## config.mk

```make
export PLATFORM = sky130hd
export DESIGN_NAME = rho_rotate_ctrl
export DESIGN_NICKNAME = d
export VERILOG_FILES = /design/src/rtl/rho_rotate_ctrl_pkg.sv /design/src/rtl/rho_offset_rom.sv /design/src/rtl/rho_rotate_ctrl.sv
export SDC_FILE = /design/constraint.sdc
export NUM_CORES = 1
export LEC_CHECK = 0
export CELL_PAD_IN_SITES_DETAIL_PLACEMENT = 1
export CELL_PAD_IN_SITES_GLOBAL_PLACEMENT = 2
export CORE_UTILIZATION = 29
export DETAILED_ROUTE_END_ITERATION = 10
export PLACE_DENSITY = 0.85
export SKIP_CTS_REPAIR_TIMING = 1
export SLEW_MARGIN = 5
export SYNTH_ARGS = -nofsm -noshare
export SYNTH_HDL_FRONTEND = slang
export SYNTH_SLANG_ARGS = --single-unit
```

## constraint.sdc

```tcl
create_clock -name clk -period 1.9 [get_ports clk]
set_input_delay 0.38 -clock clk [delete_from_list [all_inputs] [get_ports clk]]
set_output_delay 0.38 -clock clk [all_outputs]
set_load 0.05 [all_outputs]
```

## src/rtl/rho_rotate_ctrl_pkg.sv

```systemverilog
// Shared encoder definitions for the rho (lane-rotate) step: lane geometry,
// sequencer state encoding and the Keccak rho offset table.
package rho_rotate_ctrl_pkg;

    localparam int NUM_LANES     = 25;
    localparam int LANE_IDX_W    = 5;
    localparam int LANE_BITS_DEF = 64;

    typedef enum logic [1:0] {
        ST_IDLE,
        ST_LOAD,
        ST_XFER,
        ST_DONE
    } rho_state_e;

    // Indexed by lane = x + 5*y
    localparam int RHO_OFFSETS [NUM_LANES] = '{
         0,  1, 62, 28, 27,
        36, 44,  6, 55, 20,
         3, 10, 43, 25, 39,
        41, 45, 15, 21,  8,
        18,  2, 61, 56, 14
    };

endpackage

```

## src/rtl/rho_offset_rom.sv

```systemverilog
// Combinational rho offset lookup, reduced mod LANE_BITS.
module rho_offset_rom
    import rho_rotate_ctrl_pkg::*;
#(
    parameter int LANE_BITS = LANE_BITS_DEF,
    parameter int BIT_W     = $clog2(LANE_BITS)
) (
    input  logic [LANE_IDX_W-1:0] lane,
    output logic [BIT_W-1:0]      offset
);

    // Out-of-range lanes never occur in normal sequencing; return 0 for them.
    always_comb begin
        offset = '0;
        if (int'(lane) < NUM_LANES)
            offset = BIT_W'(RHO_OFFSETS[lane] % LANE_BITS);
    end

endmodule

```

## src/rtl/rho_rotate_ctrl.sv

```systemverilog
// Rho step sequencer: walks every lane and issues one bit transfer per cycle
// from src_bit to (src_bit + offset[lane]) mod LANE_BITS.
module rho_rotate_ctrl
    import rho_rotate_ctrl_pkg::*;
#(
    parameter int LANE_BITS = LANE_BITS_DEF,
    parameter int BIT_W     = $clog2(LANE_BITS)
) (
    input  logic                  clk,
    input  logic                  rst,
    input  logic                  start,
    input  logic                  stall,
    output logic                  busy,
    output logic                  done,
    output logic                  xfer_en,
    output logic [LANE_IDX_W-1:0] lane_idx,
    output logic [BIT_W-1:0]      src_bit,
    output logic [BIT_W-1:0]      dst_bit
);

    localparam logic [BIT_W-1:0]      SRC_LAST  = BIT_W'(LANE_BITS - 1);
    localparam logic [LANE_IDX_W-1:0] LANE_LAST = LANE_IDX_W'(NUM_LANES - 1);

    rho_state_e            state_q, state_d;
    logic [LANE_IDX_W-1:0] lane_q;
    logic [BIT_W-1:0]      src_q, dst_q, offset;
    logic                  lane_end;

    rho_offset_rom #(.LANE_BITS(LANE_BITS), .BIT_W(BIT_W)) u_rom (
        .lane   (lane_q),
        .offset (offset)
    );

    assign lane_end = (state_q == ST_XFER) && !stall && (src_q == SRC_LAST);

    always_ff @(posedge clk or posedge rst) begin
        if (rst) state_q <= ST_IDLE;
        else     state_q <= state_d;
    end

    always_comb begin
        state_d = state_q;
        busy    = 1'b0;
        done    = 1'b0;
        xfer_en = 1'b0;
        case (state_q)
            ST_IDLE: if (start) state_d = ST_LOAD;
            ST_LOAD: begin
                busy    = 1'b1;
                state_d = ST_XFER;
            end
            ST_XFER: begin
                busy    = 1'b1;
                xfer_en = !stall;
                if (lane_end) state_d = (lane_q == LANE_LAST) ? ST_DONE : ST_LOAD;
            end
            ST_DONE: begin
                done    = 1'b1;
                state_d = ST_IDLE;
            end
            default: state_d = ST_IDLE;
        endcase
    end

    // Counters advance only on a committed transfer; the final transfer of
    // the pass clears them so DONE/IDLE present an all-zero position.
    always_ff @(posedge clk or posedge rst) begin
        if (rst) begin
            lane_q <= '0;
            src_q  <= '0;
            dst_q  <= '0;
        end else begin
            case (state_q)
                ST_IDLE: if (start) lane_q <= '0;
                ST_LOAD: begin
                    src_q <= '0;
                    dst_q <= offset;
                end
                ST_XFER: if (!stall) begin
                    if (lane_end && lane_q == LANE_LAST) begin
                        lane_q <= '0;
                        src_q  <= '0;
                        dst_q  <= '0;
                    end else begin
                        src_q <= src_q + 1'b1;
                        dst_q <= dst_q + 1'b1;
                        if (lane_end) lane_q <= lane_q + 1'b1;
                    end
                end
                ST_DONE: begin
                    lane_q <= '0;
                    src_q  <= '0;
                    dst_q  <= '0;
                end
                default: ;
            endcase
        end
    end

    assign lane_idx = lane_q;
    assign src_bit  = src_q;
    assign dst_bit  = dst_q;

endmodule

```

==> results of run 1 <==
[registers in the layout, indices dropped and copies added (netlist names)]
signal / count
dst_bit: 6
src_bit: 6
lane_idx: 5
state_q: 2
[Yosys cell counts, types with 2 or more instances]
library cell / n
a22o_1: 3
mux2i_1: 5
inv_1: 9
o21ai_1: 3
a211o_1: 2
nor3_1: 6
ha_1: 13
nor4_1: 2
or4_1: 2
o31ai_1: 2
a211oi_1: 3
o21ai_0: 18
nor2b_1: 11
nor4b_1: 2
clkbuf_1: 6
nand3_1: 7
a21oi_1: 10
a31oi_1: 2
o22a_1: 2
dfrtp_1: 19
nand2b_1: 5
nor2_1: 9
nand2_1: 16
nor3b_1: 2
nand4b_2: 2
a311oi_1: 2
o21bai_1: 3
buf_1: 2
buf_2: 2
and3_1: 2
o41ai_2: 2
[metrics by stage]
| stage | utilization | instance area (sq um) | worst slack, ns |
|---|---|---|---|
| global route | 0.444 | 2290 | -0.00698 |
| floorplan | - | 1680 | -0.0525 |
| global placement | 0.417 | 2160 | -0.278 |
| CTS | 0.426 | 2200 | -0.0882 |
| finish | 0.444 | 2290 | 0.0552 |
| detailed placement | 0.417 | 2160 | -0.318 |
[path summary, 6_finish.rpt]
kind,from,end,slack [ns],cells after the start
worst max-delay path,dst_bit[5],dst_bit[5],0.06,1
worst min-delay path,rst,dst_bit[5],0.44,3
max in group asynchronous,rst,lane_idx[1],1.22,3
min in group clk,dst_bit[5],dst_bit[5],0.54,2
worst max register to register,state_q[0],src_bit[3],0.06,7
worst min register to register,dst_bit[5],dst_bit[5],0.54,2
[cell families after synthesis]
| family | count (synthesis) |
|---|---|
| muxes | 5 |
| adders and majority gates | 13 |
| AOI/OAI and AO/OA | 61 |
| buffers and inverters | 20 |
| DFF | 19 |
| and+or+nand+nor | 69 |
[power by group through the flow]
stage	logic, mW	clock network (mW)	registers (mW)
detailed placement	1.25	0	0.513
global route	1.42	0.334	0.520
CTS	1.25	0.324	0.505
global placement	1.23	0	0.510
floorplan	0.686	0	0.591
finish	1.32	0.312	0.511
[layer usage]
| metal | share of wire | GRT usage | vias to the layer above |
|---|---|---|---|
| li1 | - | - | 773 |
| met5 | 0 | 0 | - |
| met1 | 0.48 | 0.223 | 760 |
| met2 | 0.48 | 0.286 | 26 |
| met3 | 0.024 | 0.0159 | 5 |
| met4 | 0.012 | 0.0432 | 0 |
[area by class of cell]
type | count | area, sq um | share of cell area
clock inverter | 1 | 5.00 | 0.00218
timing repair buffer | 53 | 503 | 0.219
inverter | 9 | 43.8 | 0.0191
tap | 70 | 87.6 | 0.0382
sequential | 19 | 487 | 0.212
clock buffer | 3 | 41.3 | 0.0180
multi-input combinational | 148 | 1130 | 0.491
==> impl_metrics.py, run 1 <==
metrics = {
    "outcome": {
        "outcome": "finished, final reports clean",
    },
    "power": {
        "ir_worst_vdd_v": 0.000448,
        "power.density_mw_per_mm2": 936,
        "p_clk_frac": 0.145,
        "total_power_mw": 2.15,
        "p_switching_mw": 0.973,
        "intPower_mw": 1.17,
        "combinationalPowerShare": 0.617,
        "p_leak_nw": 0.971,
        "p_seq_frac": 0.238,
        "switching_share": 0.453,
    },
    "logic_synthesis": {
        "synth_top_family_by_area": "compound AO/OA/AOI/OAI gates",
        "synth_compound_area_frac": 0.273,
        "synth_area_sq_mm": 0.00158,
        "yosys.area.top_type_share": 0.301,
        "yosysTopAreaCell": "dfrtp_1",
        "synth_cell_types": 44,
        "ys_dominant_reg_cell": "dfrtp_1",
        "synthAdderAreaFrac": 0.103,
        "synth-seq-cells": 19,
        "synth_xor_area_frac": 0,
        "syn_inst": 187,
        "syn_nets": 204,
        "synthSimpleGateAreaFrac": 0.241,
        "syn_avg_cell_area_sq_um": 8.46,
        "ys_warn_count": 0,
        "muxShareOfSynthArea": 0.0316,
        "async_reset_ff_frac": 1.00,
        "synth.area.top_cells": "dfrtp_1 (30%), ha_1 (10%), o21ai_0 (5.7%)",
        "yosysSeqAreaShare": 0.301,
        "synth_edf_count": 0,
    },
    "final_layout": {
        "diodes": 0,
        "final_common_cell": "buf_4",
        "syn_to_final_growth_pct": 45.1,
        "fillers": 602,
        "final_cells": 303,
        "layout_common_cells": "buf_4 (40), nand2_1 (16), o21ai_0 (14)",
        "layout.nets": 251,
        "layout-drive-gt1-share": 0.352,
    },
    "floorplan": {
        "rows": 26,
        "dieWidth_microns": 75.8,
        "core-area_sq_mm": 0.00517,
        "die_h_microns": 75.8,
        "dieArea_sq_mm": 0.00575,
        "ios": 24,
        "start_util": 0.306,
    },
    "detailed_routing": {
        "wl_per_cell_microns": 15.0,
        "post-route-drc-count": 0,
        "antenna_left": 0,
        "wl_microns": 4550,
        "first_pass_iters": 4,
        "vias": 1564,
        "drt_iter0_markers": 35,
        "avgViaCountPerCell": 5.16,
    },
    "job": {
        "max_cap_viol_count": 0,
    },
    "place": {
        "place_congestion": 0.816,
        "dp.cells": 294,
        "portBuffers": 23,
        "hpwl_microns": 3450,
    },
    "global_route": {
        "antenna_found_initial": 0,
        "first_global_vias": 1512,
        "grt_max_degree": 20,
        "grt_use_total": 0.167,
        "grt.overflow.total": 0,
        "grt_pass1_wl_microns": 7310,
    },
    "clock_tree": {
        "cts_made_buffers": 3,
        "cts_tree": "done",
        "cts_max_level": 1,
        "cts_num_sinks": 19,
        "clock-root-buffer": "clkbuf_8",
        "clockBufferDepth": 2,
        "insertion_delay_ns": 0.27,
        "clkTransAtPathRegs_ns": 0.09,
    },
    "hold_path": {
        "hp-class": "in2async",
    },
    "sta": {
        "fin_crit_sh": 0.971,
        "fin_hold_ws_ns": 0.442,
        "max_slew_margin": 0.671,
        "fin_crit_ns": 1.84,
        "drv_slew": 0,
        "worst_slew_pin_slew_ns": 0.492,
        "hold_viol": 0,
        "fin_setup_tns_ns": 0,
        "skew_ns": 0.00980,
        "max_freq_ghz": 0.542,
        "setup_viol": 0,
    },
    "setup_path": {
        "critical_path.cell_chain": "clkdlybuf4s50_1",
        "path_delay_family": "buffers and inverters",
        "path_class": "reg2out",
        "worst_setup_path_start_kind": "flip-flop",
        "endpoint_kind": "output port",
        "cpMaxStageDelayCell": "clkdlybuf4s50_1",
        "path_buf_inv": 1,
        "worstPathArrival_ns": 1.46,
        "crit_fanout": 3,
        "max_stage_delay_ns": 0.81,
        "worstPathRequired_ns": 1.52,
    },
}
Power figures use the tool's default switching activity.
==> inputs of run 2 (changes only) <==
ABC_AREA = 1   (was default)
CORE_ASPECT_RATIO = 1.1   (was default)
CORE_UTILIZATION = 27   (was 29)
PLACE_DENSITY = 0.84   (was 0.85)
SYNTH_HIERARCHICAL = 1   (was default)
==> impl_metrics.py, run 2 <==
metrics = {
    "logic_synthesis": {
        "synth.area.top_cells": "dfrtp_1 (28%), nand2_1 (18%), ha_1 (10%)",
        "syn_inst": 244,
        "synth_xor_area_frac": 0.0207,
        "yosys.cell_count.top_type": "nand2_1",
        "ys_dominant_reg_cell": "dfrtp_1",
        "syn_avg_cell_area_sq_um": 6.94,
        "yosysTopAreaCell": "dfrtp_1",
        "synth_compound_area_frac": 0.107,
        "yosys.area.top_type_share": 0.281,
        "synth_edf_count": 0,
        "async_reset_ff_frac": 1.00,
        "synthSimpleGateAreaFrac": 0.401,
        "yosysSeqAreaShare": 0.281,
        "synth_top_family_by_area": "simple AND/OR/NAND/NOR gates",
        "yosys-top-cells-count": "nand2_1 (79), inv_1 (28), dfrtp_1 (19), nand3_1 (19), nor2_1 (16)",
        "synth_cell_types": 31,
        "syn_nets": 262,
        "muxShareOfSynthArea": 0,
        "ys_warn_count": 6,
        "synth-seq-cells": 19,
        "synth_area_sq_mm": 0.00169,
        "synthAdderAreaFrac": 0.103,
    },
    "clock_tree": {
        "cts_num_sinks": 19,
        "clock-root-buffer": "clkbuf_8",
        "cts_max_level": 1,
        "clkTransAtPathRegs_ns": 0.08,
        "cts_made_buffers": 3,
        "clockBufferDepth": 2,
        "cts_tree": "done",
        "insertion_delay_ns": 0.26,
    },
    "floorplan": {
        "core-area_sq_mm": 0.00591,
        "ios": 24,
        "die_h_microns": 85.0,
        "dieWidth_microns": 77.5,
        "start_util": 0.286,
        "rows": 29,
        "dieArea_sq_mm": 0.00659,
    },
    "sta": {
        "setup_viol": 0,
        "fin_setup_tns_ns": 0,
        "setup_ws_ns": 0.0912,
        "grt_setup_unrepaired": "no",
        "skew_ns": 0.00564,
        "fin_crit_sh": 0.952,
        "max_slew_margin": 0.588,
        "hold_viol": 0,
        "drv_slew": 0,
        "worst_slew_pin_slew_ns": 0.617,
        "max_freq_ghz": 0.553,
        "fin_crit_ns": 1.81,
        "fin_hold_ws_ns": 0.446,
    },
    "place": {
        "hpwl_microns": 3580,
        "dpl_cell_area_sq_mm": 0.00209,
        "dp.cells": 348,
        "portBuffers": 23,
        "dp_slack_ns": 0.207,
        "place_congestion": 0.756,
    },
    "outcome": {
        "outcome": "finished, final reports clean",
    },
    "setup_path": {
        "worstPathArrival_ns": 1.43,
        "path_class": "reg2out",
        "crit_fanout": 5,
        "rr_worst_depth": 9,
        "worst_setup_path_start_kind": "flip-flop",
        "r2r_slack_ns": 0.27,
        "r2r_end": "dst_bit[1]",
        "endpoint_kind": "output port",
        "worstPathRequired_ns": 1.52,
        "reg2reg_from": "lane_idx[0]",
    },
    "detailed_routing": {
        "drt_iter0_markers": 47,
        "first_pass_iters": 4,
        "vias": 1631,
        "avgViaCountPerCell": 4.63,
        "post-route-drc-count": 0,
        "wl_per_cell_microns": 12.6,
        "wl_microns": 4450,
        "antenna_left": 0,
    },
    "global_route": {
        "grt_max_degree": 20,
        "grt.overflow.total": 0,
        "grt_pass1_wl_microns": 7630,
        "first_global_vias": 1629,
        "antenna_found_initial": 0,
        "grt_use_total": 0.145,
    },
    "hold_path": {
        "hp-class": "in2async",
    },
    "power": {
        "switching_share": 0.530,
        "p_switching_mw": 1.53,
        "power.density_mw_per_mm2": 1360,
        "ir_worst_vdd_v": 0.000720,
        "p_clk_frac": 0.099,
        "combinationalPowerShare": 0.668,
        "p_seq_frac": 0.232,
        "p_leak_nw": 1.12,
        "intPower_mw": 1.36,
        "total_power_mw": 2.89,
    },
    "final_layout": {
        "layout.nets": 294,
        "final_common_cell": "nand2_1",
        "final_cell_area_sq_mm": 0.00213,
        "utilization": 0.361,
        "final_cells": 352,
        "layout-drive-gt1-share": 0.211,
        "diodes": 0,
        "layout_common_cells": "nand2_1 (79), inv_1 (28), buf_4 (20)",
        "syn_to_final_growth_pct": 26.1,
    },
    "job": {
        "max_cap_viol_count": 0,
    },
}
run 2: changes by cell type in the layout (fill, tap and decap cells not counted), sizes merged, moves of 8 or more:
cell   delta
nand4     +8
nor2b    -11
o21ai    -11
nand3    +13
inv      +24
buf      -22
nand2    +72
nor2     +12
run 2: cell families (layout without fill, tap and decap cells):
family | after synthesis | count (layout)
buf+inv | 36 | 67
simple gates | 141 | 141
flops | 19 | 19
compound gates | 30 | 30
xor+xnor | 4 | 4
fa+ha+maj | 14 | 14
run 2: area by class of cell:
type / count / area [sq um]
Sequential cell: 19 / 475
Clock buffer: 3 / 41.3
Clock inverter: 1 / 5.00
Multi-Input combinational cell: 189 / 1070
Tap cell: 77 / 96.3
Fill cell: 759 / 3780
Inverter: 33 / 124
Timing Repair Buffer: 30 / 320
run 2: power by group through the flow:
| stage | Combinational [mW] | Sequential, mW | Clock [mW] |
|---|---|---|---|
| after floorplan | 0.994 | 0.986 | 0 |
| after global placement | 1.92 | 0.680 | 0 |
| after detailed placement | 1.96 | 0.685 | 0 |
| after CTS | 1.97 | 0.678 | 0.302 |
| after global routing | 2.14 | 0.696 | 0.322 |
| final | 1.93 | 0.673 | 0.287 |
run 2: critical path, stage by stage, from the launching register on:
cell and delay [ns]:
dfrtp_1 0.43, inv_1 0.13, ha_2 0.26, nand2_4 0.11, inv_1 0.11, buf_12 0.14
run 2: worst max path at each step:
stage / from / endpoint / slack (ns) / depth (start not counted)
floorplan: lane_idx[0] / dst_bit[5] / 0.04 / 8
global placement: stall / xfer_en / 0.25 / 5
detailed placement: stall / lane_idx[0] / 0.21 / 9
CTS: state_q[0] / xfer_en / -0.0005 / 5
global route: state_q[0] / xfer_en / 0.0005 / 5
finish: state_q[0] / xfer_en / 0.09 / 5
run 2: per-layer routing:
layer | track usage | vias up | wire (microns)
met5 | 0 | - | 0
met4 | 0.0360 | 0 | 22
met3 | 0.0151 | 2 | 71
met2 | 0.274 | 13 | 2320
met1 | 0.174 | 775 | 2030
li1 | - | 841 | -
